[config.mk]
export PLATFORM = sky130hd
export DESIGN_NAME = cu_bubble_stage_flat
export DESIGN_NICKNAME = d
export VERILOG_FILES = /design/src/rtl/cu_pkg.sv /design/src/rtl/cu_bubble_stage_if.sv /design/src/rtl/cu_bubble_stage_sat_counter.sv /design/src/rtl/cu_bubble_stage.sv /design/src/flat_wrapper.sv
export SDC_FILE = /design/constraint.sdc
export NUM_CORES = 1
export LEC_CHECK = 0
export BUFFER_PORTS_ARGS = -buffer_cell sky130_fd_sc_hd__clkbuf_2
export CAP_MARGIN = 20
export CORE_UTILIZATION = 40
export DETAILED_ROUTE_END_ITERATION = 12
export PLACE_DENSITY = 0.77
export SLEW_MARGIN = 10
export SYNTH_ARGS = -nofsm -noshare
export SYNTH_HDL_FRONTEND = slang
export SYNTH_HIERARCHICAL = 1
export SYNTH_SLANG_ARGS = --single-unit
[constraint.sdc]
create_clock -name clk -period 2.4 [get_ports clk]
set_input_delay 0.48 -clock clk [delete_from_list [all_inputs] [get_ports clk]]
set_output_delay 0.48 -clock clk [all_outputs]
set_load 0.005 [all_outputs]
[src/rtl/cu_pkg.sv]
// ---------------------------------------------------------------------------
// cu_pkg: shared definitions for the control-unit bubble stage.
//   - Control-word field widths/offsets (SRD at the MSB end, UB at bit 0)
//   - CW_DEFAULT : default control-word width (21)
//   - CU_NOP     : all-zero control word, used as the bubble/flush value
//   - bubble_state_t : stage FSM states
// ---------------------------------------------------------------------------
package cu_pkg;

    localparam int CW_DEFAULT = 21;

    // Field widths
    localparam int W_UB        = 1;
    localparam int W_ID_SR     = 2;
    localparam int W_RF_LE     = 1;
    localparam int W_L         = 1;
    localparam int W_RAM_CTRL  = 4;
    localparam int W_ALU_OP    = 4;
    localparam int W_SOH_OP    = 4;
    localparam int W_B         = 1;
    localparam int W_PSW_LE_RE = 2;
    localparam int W_SRD       = 1;

    // Field offsets (LSB position of each field)
    localparam int O_UB        = 0;
    localparam int O_ID_SR     = O_UB        + W_UB;
    localparam int O_RF_LE     = O_ID_SR     + W_ID_SR;
    localparam int O_L         = O_RF_LE     + W_RF_LE;
    localparam int O_RAM_CTRL  = O_L         + W_L;
    localparam int O_ALU_OP    = O_RAM_CTRL  + W_RAM_CTRL;
    localparam int O_SOH_OP    = O_ALU_OP    + W_ALU_OP;
    localparam int O_B         = O_SOH_OP    + W_SOH_OP;
    localparam int O_PSW_LE_RE = O_B         + W_B;
    localparam int O_SRD       = O_PSW_LE_RE + W_PSW_LE_RE;

    localparam logic [CW_DEFAULT-1:0] CU_NOP = '0;

    typedef enum logic {
        RUN    = 1'b0,
        BUBBLE = 1'b1
    } bubble_state_t;

endpackage

[src/rtl/cu_bubble_stage_if.sv]
// ---------------------------------------------------------------------------
// cu_bubble_stage_if: control/handshake bundle for cu_bubble_stage.
//   master : drives ctrl_in, stall, bubble_req, bubble_len, flush;
//            observes ctrl_out, valid_out, busy, bubble_cnt
//   slave  : the stage itself (mirror directions)
// ---------------------------------------------------------------------------
interface cu_bubble_stage_if #(
    parameter int CW   = 21,
    parameter int MAXB = 3,
    parameter int CNTW = 16
);
    localparam int LW = $clog2(MAXB + 1);

    logic [CW-1:0]   ctrl_in;
    logic            stall;
    logic            bubble_req;
    logic [LW-1:0]   bubble_len;
    logic            flush;
    logic [CW-1:0]   ctrl_out;
    logic            valid_out;
    logic            busy;
    logic [CNTW-1:0] bubble_cnt;

    modport master (
        output ctrl_in, stall, bubble_req, bubble_len, flush,
        input  ctrl_out, valid_out, busy, bubble_cnt
    );

    modport slave (
        input  ctrl_in, stall, bubble_req, bubble_len, flush,
        output ctrl_out, valid_out, busy, bubble_cnt
    );
endinterface

[src/rtl/cu_bubble_stage_sat_counter.sv]
// ---------------------------------------------------------------------------
// sat_counter: W-bit up-counter that sticks at all-ones.
//   clk, rst_n : clock, async active-low reset (clears to 0)
//   en         : increment request
//   clr        : synchronous clear (wins over en)
//   q          : count
// ---------------------------------------------------------------------------
module sat_counter #(
    parameter int W = 16
) (
    input  logic         clk,
    input  logic         rst_n,
    input  logic         en,
    input  logic         clr,
    output logic [W-1:0] q
);
    logic [W-1:0] r_q;

    always_ff @(posedge clk or negedge rst_n) begin
        if (!rst_n) begin
            r_q <= '0;
        end else if (clr) begin
            r_q <= '0;
        end else if (en && (r_q != '1)) begin
            r_q <= r_q + W'(1);
        end
    end

    assign q = r_q;
endmodule

[src/rtl/cu_bubble_stage.sv]
// ---------------------------------------------------------------------------
// cu_bubble_stage: registered control-word stage between the control unit
// and ID/EX. Modes per edge, highest priority first: flush, stall,
// bubble insertion, pass.
//   clk, rst_n : clock, async active-low reset
//   bus        : cu_bubble_stage_if.slave
//                ctrl_in/stall/bubble_req/bubble_len/flush in,
//                ctrl_out/valid_out/busy/bubble_cnt out
// ---------------------------------------------------------------------------
import cu_pkg::*;

module cu_bubble_stage #(
    parameter int            CW       = CW_DEFAULT,
    parameter logic [CW-1:0] NOP_WORD = '0,
    parameter int            MAXB     = 3,
    parameter int            CNTW     = 16
) (
    input  logic               clk,
    input  logic               rst_n,
    cu_bubble_stage_if.slave   bus
);
    localparam int            LW     = $clog2(MAXB + 1);
    localparam logic [LW-1:0] MAXB_L = LW'(MAXB);

    bubble_state_t  r_state;
    logic [LW-1:0]  r_rem;
    logic [CW-1:0]  r_ctrl;
    logic           r_valid;

    logic [LW-1:0]  w_len;
    logic           w_adv;
    logic           w_start;
    logic           w_emit;
    logic [CNTW-1:0] w_cnt;

    assign w_len   = (bus.bubble_len > MAXB_L) ? MAXB_L : bus.bubble_len;
    assign w_adv   = !bus.flush && !bus.stall;
    // A zero-length request is just a pass.
    assign w_start = w_adv && (r_state == RUN) && bus.bubble_req && (w_len != '0);
    // Every NOP that comes from a bubble (not from flush) is counted.
    assign w_emit  = w_start || (w_adv && (r_state == BUBBLE));

    always_ff @(posedge clk or negedge rst_n) begin
        if (!rst_n) begin
            r_state <= RUN;
            r_rem   <= '0;
            r_ctrl  <= NOP_WORD;
            r_valid <= 1'b0;
        end else if (bus.flush) begin
            r_state <= RUN;
            r_rem   <= '0;
            r_ctrl  <= NOP_WORD;
            r_valid <= 1'b0;
        end else if (!bus.stall) begin
            case (r_state)
                RUN: begin
                    if (w_start) begin
                        r_ctrl  <= NOP_WORD;
                        r_valid <= 1'b0;
                        r_rem   <= w_len - 1'b1;
                        // Single-cycle bubbles never leave RUN, so busy stays low.
                        r_state <= (w_len > LW'(1)) ? BUBBLE : RUN;
                    end else begin
                        r_ctrl  <= bus.ctrl_in;
                        r_valid <= 1'b1;
                    end
                end
                BUBBLE: begin
                    r_ctrl  <= NOP_WORD;
                    r_valid <= 1'b0;
                    r_rem   <= r_rem - 1'b1;
                    if (r_rem <= LW'(1)) r_state <= RUN;
                end
                default: r_state <= RUN;
            endcase
        end
    end

    sat_counter #(.W(CNTW)) u_cnt (
        .clk   (clk),
        .rst_n (rst_n),
        .en    (w_emit),
        .clr   (1'b0),
        .q     (w_cnt)
    );

    assign bus.ctrl_out   = r_ctrl;
    assign bus.valid_out  = r_valid;
    assign bus.busy       = (r_state == BUBBLE);
    assign bus.bubble_cnt = w_cnt;
endmodule

[src/flat_wrapper.sv]
// flat-port wrapper written by rule: the top's interface ports become plain ports
module cu_bubble_stage_flat 
#(
    parameter int            CW       = CW_DEFAULT,
    parameter logic [CW-1:0] NOP_WORD = '0,
    parameter int            MAXB     = 3,
    parameter int            CNTW     = 16
)
  (clk, rst_n, bus_ctrl_in, bus_stall, bus_bubble_req, bus_bubble_len, bus_flush, bus_ctrl_out, bus_valid_out, bus_busy, bus_bubble_cnt);
  cu_bubble_stage_if #(.CW(CW), .MAXB(MAXB), .CNTW(CNTW)) bus_i ();
  input  logic clk;
  input  logic rst_n;
  input wire logic [$bits(bus_i.ctrl_in)-1:0] bus_ctrl_in;
  input wire logic [$bits(bus_i.stall)-1:0] bus_stall;
  input wire logic [$bits(bus_i.bubble_req)-1:0] bus_bubble_req;
  input wire logic [$bits(bus_i.bubble_len)-1:0] bus_bubble_len;
  input wire logic [$bits(bus_i.flush)-1:0] bus_flush;
  output wire logic [$bits(bus_i.ctrl_out)-1:0] bus_ctrl_out;
  output wire logic [$bits(bus_i.valid_out)-1:0] bus_valid_out;
  output wire logic [$bits(bus_i.busy)-1:0] bus_busy;
  output wire logic [$bits(bus_i.bubble_cnt)-1:0] bus_bubble_cnt;
  assign bus_i.ctrl_in = bus_ctrl_in;
  assign bus_i.stall = bus_stall;
  assign bus_i.bubble_req = bus_bubble_req;
  assign bus_i.bubble_len = bus_bubble_len;
  assign bus_i.flush = bus_flush;
  assign bus_ctrl_out = bus_i.ctrl_out;
  assign bus_valid_out = bus_i.valid_out;
  assign bus_busy = bus_i.busy;
  assign bus_bubble_cnt = bus_i.bubble_cnt;
  cu_bubble_stage #(.CW(CW), .NOP_WORD(NOP_WORD), .MAXB(MAXB), .CNTW(CNTW)) u_core (.clk(clk), .rst_n(rst_n), .bus(bus_i));
endmodule
==> impl_metrics.env, run 1 <==
export IMPL_clockPowerShare_pct=40.1
export IMPL_insertion_delay_ps=290
export IMPL_hold_viol_final=0
export IMPL_clk_pin_slew_ps=80
export IMPL_rows=25
export IMPL_power_density_nw_per_um2=563
export IMPL_drt_iter0_drc=99
export IMPL_io_pins=67
export IMPL_core_area_um2=4820
export IMPL_antenna_found_initial=0
export IMPL_power_mw=1.44
export IMPL_place_gp_congestion=0.777
export IMPL_p_switching_mw=0.328
export IMPL_synth_area_per_cell_um2=11.3
export IMPL_place_port_buffers=66
export IMPL_yosysSeqAreaShare_pct=50.4
export IMPL_slew_headroom_pct=65.9
export IMPL_initial_core_util_pct=42.2
export IMPL_grt_ovfl_total=0
export IMPL_num_antenna_cells=0
export IMPL_rsz0062_at_grt="false"
export IMPL_cts_hold_buffers=0
export IMPL_wl_met2_um=2100
export IMPL_period_minus_slack_ps=2070
export IMPL_area_delta_synth_final_pct=26.1
export IMPL_hp_class="input port to asynchronous set/reset pin"
export IMPL_critical_path_max_fanout=16
export IMPL_grt_max_degree=23
export IMPL_vdd_drop_max_v=0.000249
export IMPL_hpwlAfterDp_um=3130
export IMPL_grt_pass1_vias=1505
export IMPL_syn_inst=180
export IMPL_start_kind="input port"
export IMPL_max_freq_mhz=484
export IMPL_fp_dieW_um=73.3
export IMPL_cts_buffers=5
export IMPL_max_cap_violations=0
export IMPL_wl_um=4330
export IMPL_cts_resized=0
export IMPL_maxUsedRoutingLayer="met4"
export IMPL_setup_viol=0
export IMPL_layout_nets=282
export IMPL_wl_met1_um=2000
export IMPL_setup_tns_ps=0
export IMPL_dieHeight_um=73.3
export IMPL_cts_sinks=41
export IMPL_grt_first_pass_wirelength_um=6990
export IMPL_worst_slew_pin_slew_ps=511
export IMPL_p_seq_share_pct=50.3
export IMPL_drt_pass1_iter_count=4
export IMPL_dr_total_vias=1676
export IMPL_drc_errors=0
export IMPL_crit_required_ps=2580
export IMPL_combPwrFrac_pct=9.6
export IMPL_met3WireLength_um=192
export IMPL_seqCellArea_um2=1030
export IMPL_post_cts_setup_buffer_count=0
export IMPL_synth_ff_latch_count=41
export IMPL_fillers=456
export IMPL_cp_end_kind="flop"
export IMPL_wl_per_cell_um=13.6
export IMPL_period_share_pct=86.1
export IMPL_p_leak_nw=1.28
export IMPL_via_per_inst=5.27
export IMPL_multi_input_area_um2=917
export IMPL_outcome="finished, final reports clean"
export IMPL_dieArea_um2=5380
export IMPL_root_buffer="clkbuf_8"
export IMPL_critPathKind="input port to flop"
export IMPL_syn_area_um2=2030
export IMPL_grt_usage_pct=16.7
export IMPL_htreeDepth=2
export IMPL_crit_arrival_ps=2240
export IMPL_antenna_left=0
export IMPL_drive_above_1_share_pct=44.6
export IMPL_hold_ws_ps=146
export IMPL_skew_ps=4.16
export IMPL_drv_slew=0
export IMPL_ys_warn_count=6
export IMPL_netSwitchingFraction_pct=22.7
export IMPL_p_int_mw=1.12
export IMPL_netlist_cell_type_count=41
export IMPL_clockBufferDepth=2
export IMPL_cts_tree="built"
layout by cell type, fill, tap and decap left out, types with 4 or more instances in the layout:
cell type  netlist  layout
a21oi_1         14      14
a22o_1           4       4
a22o_2          17      17
buf_4            1       6
clkbuf_2         0      66
clkbuf_8         0       6
dfrtp_1         41      41
ha_1             4       4
inv_1            6       6
mux2_1           5       5
nand2_1          8       8
nand4_1          6       6
nor2_1           7       7
nor2b_1          6       6
nor4_1           4       4
o31ai_1          7       7
or4_1            5       5
Yosys cell counts (all sizes together):
master,instances,area [µm²]
a211oi,1,12.5
a21o,1,8.76
a21oi,14,70.1
a22o,21,205
and2b,1,7.51
and3,2,12.5
and4,2,20.0
buf,7,62.6
clkbuf,4,15.0
conb,1,3.75
dfrtp,41,1030
ha,4,50.1
inv,6,22.5
mux2,5,56.3
mux2i,1,10.0
nand2,8,30.0
nand3,3,15.0
nand3b,1,7.51
nand4,7,50.1
nor2,7,26.3
nor2b,6,37.5
nor3,2,10.0
nor3b,1,7.51
nor4,6,67.6
nor4b,1,8.76
o211ai,1,12.5
o21ai,5,25.0
o21bai,1,7.51
o22ai,1,6.26
o31ai,7,52.6
or2,2,12.5
or3,3,20.0
or4,7,55.1
registers in the layout (all words and copies together) (netlist names):
register and flops:
u_core/bus.valid_out 1, u_core/r_rem 2, u_core/bus.ctrl_out 21, u_core/u_cnt/q 16
u_core/bus.busy 1
area by class of cell:
cell class	instances	share of cell area [%]
Clock buffer	6	3.22
Clock inverter	2	1.46
Inverter	6	0.878
Multi-Input combinational cell	123	35.8
Sequential cell	41	40.0
Tap cell	67	3.27
Timing Repair Buffer	73	15.4
power by group through the flow:
stage | sequential (mW) | combinational [mW] | clock (mW)
3_5_place_dp | 0.740 | 0.140 | 0
5_1_grt | 0.730 | 0.157 | 0.621
3_3_place_gp | 0.740 | 0.135 | 0
6_report | 0.727 | 0.138 | 0.579
2_1_floorplan | 0.739 | 0.0673 | 0
4_1_cts | 0.727 | 0.140 | 0.599
cell families after synthesis:
kind of cell / synth area share [%]
buffers and inverters: 4.92
DFF: 50.4
muxes: 3.26
AOI/OAI and AO/OA: 19.7
adders and majority gates: 2.46
other: 0.184
and+or+nand+nor: 19.1
per-stage QoR:
step           instance area (µm²)  instances  worst slack (ps)  utilization (%)
5_1_grt                       2560        318               251             53.2
4_1_cts                       2560        318               348             53.2
2_1_floorplan                 2040        181              65.4                -
3_3_place_gp                  2440        310               137             50.8
6_report                      2560        318               333             53.2
3_5_place_dp                  2440        310              40.2             50.8
worst max-delay path: stages:
cell and delay, ps:
clkbuf_2 110, inv_1 40, ha_1 180, and2b_1 210, nor2_1 50, nor3_2 130, inv_1 150, buf_12 180
nor4_1 350, mux2_1 360
metal layers:
metal,GRT usage [%],vias to the layer above
met4,3.85,0
met3,3.57,5
met5,0,-
li1,-,815
met1,23.3,810
met2,26.9,46
worst paths after layout:
kind / to / start / slack (ps) / depth (start not counted)
worst max-delay path: u_core/u_cnt/q[11] / bus_bubble_len[0] / 330 / 10
worst min-delay path: u_core/u_cnt/q[12] / rst_n / 150 / 1
min in group clk: u_core/bus.ctrl_out[20] / bus_ctrl_in[20] / 400 / 2
worst min register to register: u_core/bus.valid_out / u_core/bus.valid_out / 500 / 1
worst max register to register: u_core/u_cnt/q[11] / u_core/bus.busy / 490 / 6
max in group asynchronous: u_core/bus.ctrl_out[5] / rst_n / 1570 / 2
Note: power is estimated with default switching activity, not from simulation.
==> run 2, diff against run 1 <==
--- a/config.mk
+++ b/config.mk
@@ -7,9 +7,10 @@
 export LEC_CHECK = 0
 export BUFFER_PORTS_ARGS = -buffer_cell sky130_fd_sc_hd__clkbuf_2
 export CAP_MARGIN = 20
-export CORE_UTILIZATION = 40
+export CORE_UTILIZATION = 45
 export DETAILED_ROUTE_END_ITERATION = 12
-export PLACE_DENSITY = 0.77
+export PLACE_DENSITY = 0.83
+export RECOVER_POWER = 25
 export SLEW_MARGIN = 10
 export SYNTH_ARGS = -nofsm -noshare
 export SYNTH_HDL_FRONTEND = slang
==> run 2 against run 1 <==
Compared with the run above:
- final cell count is 4.7% lower
- routed wire length is 3.1% lower
- via count is 2.9% higher
- sequential share of layout area is 0.90 points higher
- largest power group unchanged
==> impl_metrics.env, run 2 (synthesis gave the netlist of run 1 again) <==
export IMPL_outcome="finished, final reports clean"
export IMPL_grt_usage_pct=18.6
export IMPL_slew_headroom_pct=33.5
export IMPL_final_cell_mix="clkbuf_2, dfrtp_1, a22o_2"
export IMPL_setup_tns_ps=0
export IMPL_crit_required_ps=2620
export IMPL_power_density_nw_per_um2=524
export IMPL_critPathKind="input port to flop"
export IMPL_hp_class="input port to flop"
export IMPL_htreeDepth=2
export IMPL_grt_pass1_vias=1589
export IMPL_hold_viol_final=0
export IMPL_p_leak_nw=1.26
export IMPL_rows=24
export IMPL_timing_critical_path_from="bus_bubble_len[0]"
export IMPL_cts_tree="built"
export IMPL_area_delta_synth_final_pct=23.3
export IMPL_place_port_buffers=66
export IMPL_setup_viol=0
export IMPL_finalNonFillerCells=303
export IMPL_fillers=400
export IMPL_largest_reg_flops=21
export IMPL_min_from="bus_ctrl_in[20]"
export IMPL_place_area_um2=2420
export IMPL_postLayoutCellArea_um2=2510
export IMPL_via_per_inst=5.69
export IMPL_cts_sinks=41
export IMPL_cp_end_kind="flop"
export IMPL_reg2reg_from="u_core/bus.busy"
export IMPL_period_share_pct=86.6
export IMPL_fp_dieW_um=69.2
export IMPL_wl_um=4200
export IMPL_clk_pin_slew_ps=80
export IMPL_grt_first_pass_wirelength_um=7130
export IMPL_root_buffer="clkbuf_8"
export IMPL_drive_above_1_share_pct=44.6
export IMPL_hold_ws_ps=406
export IMPL_core_area_um2=4350
export IMPL_max_cap_violations=0
export IMPL_grt_ovfl_total=0
export IMPL_drv_slew=0
export IMPL_initial_core_util_pct=46.7
export IMPL_final_common_cell="clkbuf_2"
export IMPL_worst_slew_pin_slew_ps=997
export IMPL_antenna_left=0
export IMPL_place_gp_congestion=0.765
export IMPL_dieArea_um2=4790
export IMPL_drt_iter0_drc=75
export IMPL_cts_buffers=5
export IMPL_grt_max_degree=42
export IMPL_multi_input_area_um2=917
export IMPL_post_cts_setup_buffer_count=0
export IMPL_drt_pass1_iter_count=4
export IMPL_layout_nets=283
export IMPL_place_inst=296
export IMPL_clockBufferDepth=2
export IMPL_insertion_delay_ps=290
export IMPL_period_minus_slack_ps=2080
export IMPL_dr_total_vias=1725
export IMPL_antenna_found_initial=0
export IMPL_rsz0062_at_grt="false"
export IMPL_num_antenna_cells=0
export IMPL_skew_ps=5.71
export IMPL_io_pins=67
export IMPL_critical_path_max_fanout=12
export IMPL_cts_hold_buffers=0
export IMPL_seqCellArea_um2=1030
export IMPL_start_kind="input port"
export IMPL_wl_per_cell_um=13.8
export IMPL_max_freq_mhz=481
export IMPL_drc_errors=0
export IMPL_vdd_drop_max_v=0.000327
export IMPL_hpwlAfterDp_um=2970
export IMPL_dieHeight_um=69.2
export IMPL_crit_arrival_ps=2300
export IMPL_cts_resized=0
==> run 2: cell count changes in the layout (fill, tap and decap cells not counted) <==
cell / before / now
buf_4: 6 / 7
clkbuf_2: 66 / 67
buf_12: 1 / 0
bufinv_16: 1 / 0
==> run 2: power by group <==
part	internal (mW)	switching, mW	total [mW]
combinational	0.0644	0.0700	0.134
sequential	0.712	0.0148	0.727
clock	0.227	0.226	0.453
==> run 2: final timing paths <==
| path | cells after the start | endpoint | slack, ps |
|---|---|---|---|
| worst min-delay path | 2 | u_core/bus.ctrl_out[20] | 410 |
| worst min register to register | 1 | u_core/bus.valid_out | 500 |
| min in group asynchronous | 2 | u_core/u_cnt/q[10] | 430 |
| max in group asynchronous | 2 | u_core/bus.busy | 1360 |
| worst max-delay path | 10 | u_core/u_cnt/q[14] | 320 |
| worst max register to register | 6 | u_core/u_cnt/q[14] | 470 |
==> run 2: metrics by stage <==
step / utilization (%) / setup slack [ps] / power [mW]
2_1_floorplan: - / 65.4 / 0.807
3_3_place_gp: 55.6 / 134 / 0.872
3_5_place_dp: 55.6 / 36.5 / 0.876
4_1_cts: 57.7 / 346 / 1.34
5_1_grt: 57.6 / 215 / 1.38
6_report: 57.6 / 322 / 1.31
==> run 2: per-layer routing <==
metal  up-vias  global-route usage, %  part of all wire [%]
met5         -                      0                     0
met4         0                   8.16                   1.4
met3         5                   3.34                   3.7
met2        39                   31.7                    51
met1       862                   22.9                    44
li1        819                      -                     -
==> run 2: layout make-up <==
cell class | count | area share, %
Sequential cell | 41 | 40.9
Multi-Input combinational cell | 123 | 36.6
Timing Repair Buffer | 74 | 15.5
Clock buffer | 6 | 3.29
Tap cell | 52 | 2.59
Inverter | 6 | 0.898
Clock inverter | 1 | 0.299
==> run 2: worst max-delay path, stage by stage <==
cell	delay, ps
clkbuf_2	100
inv_1	40
ha_1	180
and2b_1	210
nor2_1	50
nor3_2	140
inv_1	200
buf_4	220
or4_1	510
a21oi_1	160
